**config.mk**
```make
export PLATFORM = sky130hd
export DESIGN_NAME = feature_vector_loader_flat
export DESIGN_NICKNAME = d
export VERILOG_FILES = /design/src/rtl/feature_vector_loader_if.sv /design/src/rtl/feature_vector_loader.sv /design/src/flat_wrapper.sv
export SDC_FILE = /design/constraint.sdc
export NUM_CORES = 1
export LEC_CHECK = 0
export BUFFER_PORTS_ARGS = -buffer_cell sky130_fd_sc_hd__buf_2
export CORE_UTILIZATION = 46
export CTS_CLUSTER_DIAMETER = 200
export DETAILED_ROUTE_END_ITERATION = 16
export PLACE_DENSITY = 0.75
export SKIP_LAST_GASP = 1
export SYNTH_ARGS = -nofsm -noshare
export SYNTH_HDL_FRONTEND = slang
export SYNTH_SLANG_ARGS = --single-unit
```
**constraint.sdc**
```tcl
create_clock -name clk -period 1.8 [get_ports clk]
set_input_delay 0.27 -clock clk [delete_from_list [all_inputs] [get_ports clk]]
set_output_delay 0.27 -clock clk [all_outputs]
set_load 0.005 [all_outputs]
```
**src/rtl/feature_vector_loader_if.sv**
```systemverilog
// Feature stream (valid/ready) plus parallel core handshake between host/DMA, loader and inference core.
interface feature_vector_loader_if #(
  parameter int WIDTH      = 25,
  parameter int INPUT_SIZE = 16
);
  logic                             s_valid;
  logic                             s_ready;
  logic signed [WIDTH-1:0]          s_data;
  logic                             s_last;
  logic                             net_input_ready;
  logic [INPUT_SIZE-1:0][WIDTH-1:0] net_input_data;
  logic                             net_output_ready;

  // Host/core side: supplies beats and completion, observes the vector.
  modport master (
    output s_valid, s_data, s_last, net_output_ready,
    input  s_ready, net_input_ready, net_input_data
  );

  modport slave (
    input  s_valid, s_data, s_last, net_output_ready,
    output s_ready, net_input_ready, net_input_data
  );
endinterface

```
**src/rtl/feature_vector_loader.sv**
```systemverilog
// Packs a beat-per-feature stream into a held parallel vector, strobes the MLP core and waits for completion.
// Optional WAIT timeout: define FEATURE_LOADER_TIMEOUT_EN.
module feature_vector_loader #(
  parameter int WIDTH          = 25,
  parameter int NFRAC          = 16,
  parameter int INPUT_SIZE     = 16,
  parameter int TIMEOUT_CYCLES = 4096
) (
  input  logic                   clk,
  input  logic                   reset,
  feature_vector_loader_if.slave bus,
  output logic                   busy,
  output logic                   frame_err,
  output logic [15:0]            frames_done,
  output logic                   timeout_err
);
  localparam int            IW       = (INPUT_SIZE > 1) ? $clog2(INPUT_SIZE) : 1;
  localparam logic [IW-1:0] LAST_IDX = IW'(INPUT_SIZE - 1);

  typedef enum logic [1:0] {FILL, FIRE, WAIT} state_t;

  state_t                           r_state, w_next;
  logic [IW-1:0]                    r_idx;
  logic [INPUT_SIZE-1:0][WIDTH-1:0] r_vec;
  logic                             r_s_ready;
  logic                             r_prev;
  logic                             r_frame_err;
  logic [15:0]                      r_frames_done;
  logic                             w_accept, w_complete, w_timeout, w_at_last;

  // Fraction bits must fit in the word; nothing else depends on NFRAC.
  if (NFRAC > WIDTH || TIMEOUT_CYCLES < 1) begin : g_bad_params
  end

  assign w_accept   = bus.s_valid && r_s_ready;
  assign w_at_last  = (r_idx == LAST_IDX);
  assign w_complete = (r_state == WAIT) && bus.net_output_ready && !r_prev;

`ifdef FEATURE_LOADER_TIMEOUT_EN
  localparam int CW = $clog2(TIMEOUT_CYCLES + 1);
  logic [CW-1:0] r_wcnt;
  logic          r_timeout_err;

  // Counter sits at zero outside WAIT, so it is clear on WAIT entry.
  always_ff @(posedge clk) begin
    if (reset || r_state != WAIT) r_wcnt <= '0;
    else                          r_wcnt <= r_wcnt + CW'(1);
  end

  assign w_timeout = (r_state == WAIT) && !w_complete && (r_wcnt == CW'(TIMEOUT_CYCLES - 1));

  always_ff @(posedge clk) begin
    if (reset) r_timeout_err <= 1'b0;
    else       r_timeout_err <= w_timeout;
  end

  assign timeout_err = r_timeout_err;
`else
  assign w_timeout   = 1'b0;
  assign timeout_err = 1'b0;
`endif

  always_comb begin
    w_next = r_state;
    case (r_state)
      FILL:    if (w_accept && w_at_last) w_next = FIRE;
      FIRE:    w_next = WAIT;
      WAIT:    if (w_complete || w_timeout) w_next = FILL;
      default: w_next = FILL;
    endcase
  end

  always_ff @(posedge clk) begin
    if (reset) begin
      r_state       <= FILL;
      r_idx         <= '0;
      r_s_ready     <= 1'b0;
      r_prev        <= 1'b0;
      r_frame_err   <= 1'b0;
      r_frames_done <= '0;
    end else begin
      r_state     <= w_next;
      r_s_ready   <= (w_next == FILL);
      r_prev      <= bus.net_output_ready;
      // Error when s_last disagrees with the beat position: early or missing.
      r_frame_err <= w_accept && (bus.s_last != w_at_last);
      if (w_accept) r_idx <= (w_at_last || bus.s_last) ? '0 : r_idx + IW'(1);
      if (w_complete) r_frames_done <= r_frames_done + 16'd1;
    end
  end

  always_ff @(posedge clk) begin
    if (reset) begin
      r_vec <= '0;
    end else if (w_accept) begin
      for (int i = 0; i < INPUT_SIZE; i++)
        if (r_idx == IW'(i)) r_vec[i] <= bus.s_data;
    end
  end

  assign bus.s_ready         = r_s_ready;
  assign bus.net_input_ready = (r_state == FIRE);
  assign bus.net_input_data  = r_vec;
  assign busy                = (r_state == FIRE) || (r_state == WAIT);
  assign frame_err           = r_frame_err;
  assign frames_done         = r_frames_done;
endmodule
```
**src/flat_wrapper.sv**
```systemverilog
// flat-port wrapper written by rule: the top's interface ports become plain ports
module feature_vector_loader_flat 
#(
  parameter int WIDTH          = 25,
  parameter int NFRAC          = 16,
  parameter int INPUT_SIZE     = 16,
  parameter int TIMEOUT_CYCLES = 4096
)
  (clk, reset, busy, frame_err, frames_done, timeout_err, bus_s_valid, bus_s_data, bus_s_last, bus_net_output_ready, bus_s_ready, bus_net_input_ready, bus_net_input_data);
  feature_vector_loader_if #(.WIDTH(WIDTH), .INPUT_SIZE(INPUT_SIZE)) bus_i ();
  input  logic clk;
  input  logic reset;
  output logic busy;
  output logic frame_err;
  output logic [15:0] frames_done;
  output logic timeout_err;
  input wire logic [$bits(bus_i.s_valid)-1:0] bus_s_valid;
  input wire logic [$bits(bus_i.s_data)-1:0] bus_s_data;
  input wire logic [$bits(bus_i.s_last)-1:0] bus_s_last;
  input wire logic [$bits(bus_i.net_output_ready)-1:0] bus_net_output_ready;
  output wire logic [$bits(bus_i.s_ready)-1:0] bus_s_ready;
  output wire logic [$bits(bus_i.net_input_ready)-1:0] bus_net_input_ready;
  output wire logic [$bits(bus_i.net_input_data)-1:0] bus_net_input_data;
  assign bus_i.s_valid = bus_s_valid;
  assign bus_i.s_data = bus_s_data;
  assign bus_i.s_last = bus_s_last;
  assign bus_i.net_output_ready = bus_net_output_ready;
  assign bus_s_ready = bus_i.s_ready;
  assign bus_net_input_ready = bus_i.net_input_ready;
  assign bus_net_input_data = bus_i.net_input_data;
  feature_vector_loader #(.WIDTH(WIDTH), .NFRAC(NFRAC), .INPUT_SIZE(INPUT_SIZE), .TIMEOUT_CYCLES(TIMEOUT_CYCLES)) u_core (.clk(clk), .reset(reset), .bus(bus_i), .busy(busy), .frame_err(frame_err), .frames_done(frames_done), .timeout_err(timeout_err));
endmodule
```
Word-level counts from Yosys, hierarchy flattened
Index checks and enable logic that the tools add are counted.
{ "totals": {"regBits": 425, "inputBits": 30, "output_inout_bits": 421, "wordCells": 73} }
{ "classes": {"n_addsub": 2, "eq_ne": 18, "muxes": 4, "reduce_logical": 27} }
{ "op_table": {"columns": ["operator", "count"], "rows": [
  ["== test 4 bit (second input constant)", 8],
  ["AND reduction 2 bit", 16],
  ["adder 16 x 1 -> 16 bit (second input constant)", 1],
  ["== test 4 x 3 -> 1 bit (second input constant)", 4],
  ["== test 4 x 2 -> 1 bit (second input constant)", 2],
  ["case mux 2 bit (3 select lines)", 1],
  ["logical AND 1 bit", 5],
  ["adder 4 x 1 -> 4 bit (second input constant)", 1],
  ["== test 4 x 1 -> 1 bit (second input constant)", 1],
  ["zero test 2 bit", 2],
  ["zero test 4 bit", 1],
  ["two-way mux 2 bit", 2],
  ["two-way mux 4 bit", 1],
  ["== test 2 x 1 -> 1 bit (second input constant)", 1],
  ["== test 2 bit (second input constant)", 1],
  ["logical OR 1 bit", 2],
  ["zero test 1 bit", 1],
  ["!= test 1 bit", 1]
]} }

Logic depth before layout (Yosys ltp)
Gate-level depths: netlist of the first run.
{ "depth": {"ltp_word": 6, "depth_mapped": 8, "mapped_depth_nobuf": 7} }

Worst setup path before layout of the first run
Ideal clock, no wire load.
{ "synth_timing": {"kind": "flip-flop to flip-flop", "from": "register u_core.r_idx[0]", "to": "register u_core.r_idx[2]", "setup_time_ps": 70, "arrival_time_ps": 1686, "t_required_ps": 1730, "setup_slack_ps": 44, "path_stages_with_launch": 8, "n_path_buf": 1, "synth_period_minus_slack_ps": 1756, "cell_sequence": "dfxtp_1 ha_1 buf_2 nand3_1 ha_1 nand3_1 or3b_2 a21oi_1"} }
{ "synth_between": {"elab_chain_len": 3, "elab_cells_between_ends": 4, "classes_between": "add/sub: 1; eq/ne: 1; mux: 1; reduce/logical: 1"} }
{ "synth_lines": {"columns": ["element", "line_no", "text"], "rows": [
  ["start: declaration", "feature_vector_loader.sv:23", "logic [IW-1:0] r_idx;"],
  ["start signal: assignment", "feature_vector_loader.sv:87", "if (w_accept) r_idx <= (w_at_last || bus.s_last) ? '0 : r_idx + IW'(1);"],
  ["branches (longest 2 deep; another with adder 4 x 1 -> 4 bit)", null, null],
  ["two-way mux 4 bit (*)", "feature_vector_loader.sv:87", null]
]} }
Every way passes the cells marked *.
A chain may end at the register's enable or synchronous reset.

Final worst setup path of the first run
Ends and elaborated chain as after synthesis.

==> results of run 1 <==
==> layer usage <==
layer	share of wire [%]	wire length (µm)	GRT usage, %	vias to the layer above
met5	0	0	0	-
li1	-	-	-	6977
met1	38	20400	36.2	6966
met4	4.6	2490	15.5	0
met3	9.8	5250	7.69	163
met2	48	25500	50.5	771
==> cell type report <==
type / instances / area share, %
flip-flops and latches: 425 / 43.4
multi-input cells: 1337 / 30.2
repair buffers: 512 / 15.8
clock buffers: 59 / 6.46
well taps: 442 / 2.82
clock inverters: 18 / 1.07
inverters: 8 / 0.153
==> what timing repair did <==
| item | 4_1_cts | 5_1_grt |
|---|---|---|
| hold buffers | 1 | 0 |
| gates resized for setup | 0 | 4 |
| endpoints found under the hold margin | 1 | 0 |
| endpoints found under the setup margin | 0 | 5 |
==> cell families after synthesis <==
group           after synthesis
simple gates                893
buf+inv                     190
xor+xnor                      7
flops                       425
compound gates              426
other cells                   1
fa+ha+maj                    10
==> report_power, final <==
group | internal, mW | leakage [nW] | switching (mW)
Sequential | 9.44 | 3.43 | 0.0245
Combinational | 0.151 | 3.99 | 0.528
Clock | 5.50 | 0.728 | 3.72
Total | 15.1 | 8.14 | 4.27
==> path summary, 6_finish.rpt <==
kind / startpoint / to / slack, ps / cells past startpoint
setup reg to reg: u_core.r_idx[0]$_SDFFE_PP0N_ / u_core.r_idx[2]$_SDFFE_PP0N_ / 60 / 6
hold / removal: bus_s_valid / u_core.r_idx[1]$_SDFFE_PP0N_ / 100 / 3
hold reg to reg: u_core.bus.net_input_data[136]$_SDFFE_PP0P_ / u_core.bus.net_input_data[136]$_SDFFE_PP0P_ / 450 / 2
setup / recovery: u_core.r_idx[0]$_SDFFE_PP0N_ / u_core.r_idx[2]$_SDFFE_PP0N_ / 60 / 6
==> state kept, by name (all words and copies together), names as in the netlist <==
name,cells
u_core.bus.s_ready,1
u_core.r_idx,4
u_core.bus.net_input_data,400
u_core.frames_done,16
u_core.r_prev,1
u_core.r_state,2
u_core.frame_err,1
==> tightest hold or removal path, stage by stage <==
cell	delay [ps]
buf_2	140
nand4_1	100
a21oi_1	60
==> stage by stage <==
stage	setup TNS (ps)	total power, mW	util [%]	worst slack [ps]
final	0	19.4	60.0	58.1
after global routing	-23.2	19.8	60.0	-23.2
after CTS	0	19.4	60.0	30.1
after detailed placement	0	10.3	55.5	47.7
after global placement	0	10.3	55.5	91.1
after floorplan	0	10.0	-	43.5
==> cells in the final DEF (no fill, tap or decap), types with 2 or more instances in the layout <==
cell type   instances
nand2_1           821
buf_2             448
dfxtp_1           425
a21oi_1           414
clkbuf_16          43
buf_4              33
buf_12             29
and2_1             15
clkbuf_8           13
nor2_1             10
ha_1                9
inv_1               8
clkinv_2            8
nand4_1             6
o21ai_0             5
xor2_1              5
o31ai_1             4
or4_1               4
nand3_1             4
or3_1               4
bufinv_16           4
nand2_2             3
nor2b_1             3
nor3_1              3
clkbuf_1            3
clkinvlp_4          3
nand3b_1            2
and4b_1             2
and3_2              2
nand3_4             2
xnor2_1             2
inv_6               2
==> impl_metrics.toml, run 1 <==
[run_status]
status = "complete, no violations"

[timing]
holdWs_ps = 98.7
grt_setup_unrepaired = "yes"
finalHoldViolCount = 0
fin_crit_sh_pct = 96.8
min_period_ps = 1740
finalClockSkew_ps = 12.5
slew_viol_final = 0
setup_violations = 0
slew_headroom_pct = 51.9
max_freq_ghz = 0.574
tightest_slew_ps = 722

[floorplanning]
dieArea_um2 = 34000
io_pins = 451
die_width_um = 185
start_util_pct = 47.0
rows = 66
dieHeight_um = 185
core_um2 = 32600

[global_routing]
grt_pass1_vias = 13800
grt_overflow = 0
grt_usage_pct = 30.4
grt_max_degree = 58
grt_antenna_before_repair = 0
grt_pass1_wl_mm = 79.0

[synthesis]
synth-xor-area-share_pct = 0.400
synth_top_area_share_pct = 55.5
synth_fp_nets = 1992
syn_area_per_cell_um2 = 7.85
synthSimpleGateAreaFrac_pct = 23.3
synthArstFlopShare_pct = 0
synth_edf_count = 0
synth_fa_ha_area_share_pct = 0.817
synth.most_common_cell = "nand2_1"
yosysUniqueCellTypes = 42
synthMuxAreaShare_pct = 0
synth_compound_area_share_pct = 14.0
synth_warnings = 0
synthFlopType = "dfxtp_1"
ys_seq_area_share_pct = 55.5
synthTopCellsByCount = "821 x nand2_1, 425 x dfxtp_1, 414 x a21oi_1"
synth_top_family_by_area = "simple AND/OR/NAND/NOR gates"
ys_ff_latch = 425
synthesis.area_um2 = 15300
yosys-top-cells-area = "dfxtp_1 56%, nand2_1 20%, a21oi_1 14%"
synth_cells = 1952
yosysTopAreaCell = "dfxtp_1"

[worst_setup_path]
critPathMaxStageDelay_ps = 490
cp_slowest_cell = "or3b_2"
path_cells = "ha_1 -> nand3_2 -> ha_2 -> nand3_1 -> or3b_2 -> a21oi_1"
start_kind = "flip-flop"
path_class = "flip-flop to flip-flop"
crit_path_end_kind = "flip-flop"
cp_top_family = "simple AND/OR/NAND/NOR gates"
critPathBufInv = 0
cp.arrival_ps = 2200
worst-path-max-fanout = 6
cp_data_required_time_ps = 2250

[final_layout]
n_antenna_cell = 0
multi_input_area_um2 = 5920
fillers = 2813
drive_gt1_share_pct = 25.5
design_area_um2 = 19600
final_cell_count_no_fill = 2801
areaGrowthSynthToFinish_pct = 27.8
fin_nets = 2367
regArea_um2 = 8510

[run]
maxCapViolCount = 0

[place]
dp_hpwl_mm = 35.5
placedCellCount = 2723
placed_cell_area_um2 = 18100
portBuffers = 449
gp_congestion = 0.810

[pwr]
ir_drop_mv = 0.767
leakage_nw = 8.14
p_per_area_nw_per_um2 = 989

[cts]
cts_tree = "done"
cts.htree.levels = 2
clock_latency_ps = 530
post_cts_buffers = 0
clockBufferDepth = 3
cts_buffers = 43
root_buffer = "clkbuf_16"
clk_pin_slew_ps = 60
cts.sinks = 425

[detailed_routing]
wire_per_inst_um = 19.2
postRouteAntennaNets = 0
vias = 14900
drc_errors = 0
drtIter0Drc = 1325
wl_mm = 53.7
firstDrtPassIters = 5
viasPerCell = 5.31

[worst_hold_path]
hp-class = "primary input to flip-flop"
Note: power is estimated with default switching activity, not from simulation.
==> inputs of run 2 (changes only) <==
--- a/config.mk
+++ b/config.mk
@@ -6,6 +6,7 @@
 export NUM_CORES = 1
 export LEC_CHECK = 0
 export BUFFER_PORTS_ARGS = -buffer_cell sky130_fd_sc_hd__buf_2
+export CORE_ASPECT_RATIO = 0.8
 export CORE_UTILIZATION = 46
 export CTS_CLUSTER_DIAMETER = 200
 export DETAILED_ROUTE_END_ITERATION = 16
==> run 2 against run 1 <==
Maximum frequency shrank 0.46%. Cell count shrank 0.89%. Sequential power is essentially flat. Via count shrank 0.27%.
==> impl_metrics.toml, run 2 (same netlist as run 1, synthesis figures left out) <==
[floorplanning]
dieHeight_um = 165
die_width_um = 206
rows = 59
dieArea_um2 = 34000
start_util_pct = 47.0
core_um2 = 32600
io_pins = 451

[timing]
tightest_slew_ps = 670
finalClockSkew_ps = 10.7
fin_crit_sh_pct = 97.2
setup_tns_ps = 0
setup_violations = 0
slew_viol_final = 0
min_period_ps = 1750
slew_headroom_pct = 55.4
holdWs_ps = 98.1
grt_setup_unrepaired = "yes"
finalHoldViolCount = 0
max_freq_ghz = 0.571

[global_routing]
grt_max_degree = 69
grt_pass1_wl_mm = 77.9
grt_pass1_vias = 13400
grt_usage_pct = 30.1
grt_antenna_before_repair = 1
grt_overflow = 0

[run_status]
status = "complete, no violations"

[final_layout]
areaGrowthSynthToFinish_pct = 27.1
final_util_pct = 59.7
n_antenna_cell = 0
drive_gt1_share_pct = 24.9
final_cell_mix = "821 x nand2_1, 448 x buf_2, 423 x dfxtp_1, 414 x a21oi_1, 43 x clkbuf_16"
layout_commonest_cell = "nand2_1"
fin_nets = 2357
largest_register_ff_count = 400
design_area_um2 = 19500

[place]
dp_hpwl_mm = 36.3
portBuffers = 449
gp_congestion = 0.856
placed_cell_area_um2 = 18000

[worst_setup_path]
worst-path-max-fanout = 6
cp_slowest_cell = "or3b_2"
cp_data_required_time_ps = 2270
path_cells = "ha_1 -> nand3_1 -> ha_4 -> nand3_1 -> or3b_2 -> a21oi_1"
path_class = "flip-flop to flip-flop"
cp_top_family = "simple AND/OR/NAND/NOR gates"
cp.arrival_ps = 2220
crit_path_end_kind = "flip-flop"
start_kind = "flip-flop"
critPathMaxStageDelay_ps = 490
cpMostUsedCell = "nand3_1"
critPathBufInv = 0

[cts]
cts.htree.levels = 2
cts_tree = "done"
root_buffer = "clkbuf_16"
clock_latency_ps = 540
clk_pin_slew_ps = 60
cts.sinks = 425
cts_buffers = 42
clockBufferDepth = 3

[detailed_routing]
drc_errors = 0
postRouteAntennaNets = 0
dr_wl_met3_mm = 5.73
wl_mm = 53.6
viasPerCell = 5.34
firstDrtPassIters = 6
wl_met1_mm = 21.5
drtIter0Drc = 1342
vias = 14800
top_layer = "met5"
wire_per_inst_um = 19.3
met2_length_mm = 24.1

[pwr]
p_per_area_nw_per_um2 = 986
ir_drop_mv = 0.645
leakage_nw = 8.11

[worst_hold_path]
hp-class = "primary input to flip-flop"

[run]
maxCapViolCount = 0
run 2: changes by cell type in the layout (fill, tap and decap cells not counted), sizes merged:
cell	previous run	this run
buf	511	502
clkbuf	59	61
clkinv	9	8
clkinvlp	3	1
run 2: power by group:
| part | switching, mW | internal [mW] |
|---|---|---|
| logic | 0.519 | 0.133 |
| clock network | 3.67 | 5.42 |
| registers | 0.0223 | 9.44 |
run 2: worst paths after layout:
path / startpoint / to / slack (ps) / depth (start not counted)
worst max-delay path: u_core.r_idx[0]$_SDFFE_PP0N_ / u_core.r_idx[2]$_SDFFE_PP0N_ / 50 / 6
worst min-delay path: bus_s_valid / u_core.r_idx[1]$_SDFFE_PP0N_ / 100 / 3
worst max register to register: u_core.r_idx[0]$_SDFFE_PP0N_ / u_core.r_idx[2]$_SDFFE_PP0N_ / 50 / 6
worst min register to register: u_core.bus.net_input_data[206]$_SDFFE_PP0P_ / u_core.bus.net_input_data[206]$_SDFFE_PP0P_ / 450 / 2
run 2: final cells by class:
| type | instances | area [µm²] |
|---|---|---|
| Tap cell | 427 | 534 |
| Sequential cell | 425 | 8510 |
| Fill cell | 2877 | 13200 |
| Clock buffer | 61 | 1250 |
| Timing Repair Buffer | 503 | 3030 |
| Multi-Input combinational cell | 1337 | 5930 |
| Inverter | 8 | 30.0 |
| Clock inverter | 15 | 188 |
run 2: what timing repair did:
action / in CTS / in global routing
hold buffers: 1 / 0
endpoints found under the hold margin: 1 / 0
endpoints found under the setup margin: 0 / 10
buffers inserted: 0 / 1
resized for setup: 0 / 5
run 2: metrics by stage:
step	cells	power, mW	worst slack (ps)
2_1_floorplan	1952	10.0	43.5
3_3_place_gp	2698	10.3	98.3
3_5_place_dp	2698	10.3	22.6
4_1_cts	2775	19.3	2.63
5_1_grt	2776	19.8	-30.1
6_report	2776	19.2	50.0
run 2: routing by layer:
layer / track usage [%] / vias to the layer above
li1: - / 6965
met1: 39.4 / 6902
met2: 46.4 / 822
met3: 7.65 / 146
met4: 14.1 / 2
met5: 0 / -
run 2: worst min-delay path: cells and delay by family:
kind | cells | cell delay, ps
compound gates | 1 | 70
buf+inv | 1 | 140
simple gates | 1 | 110
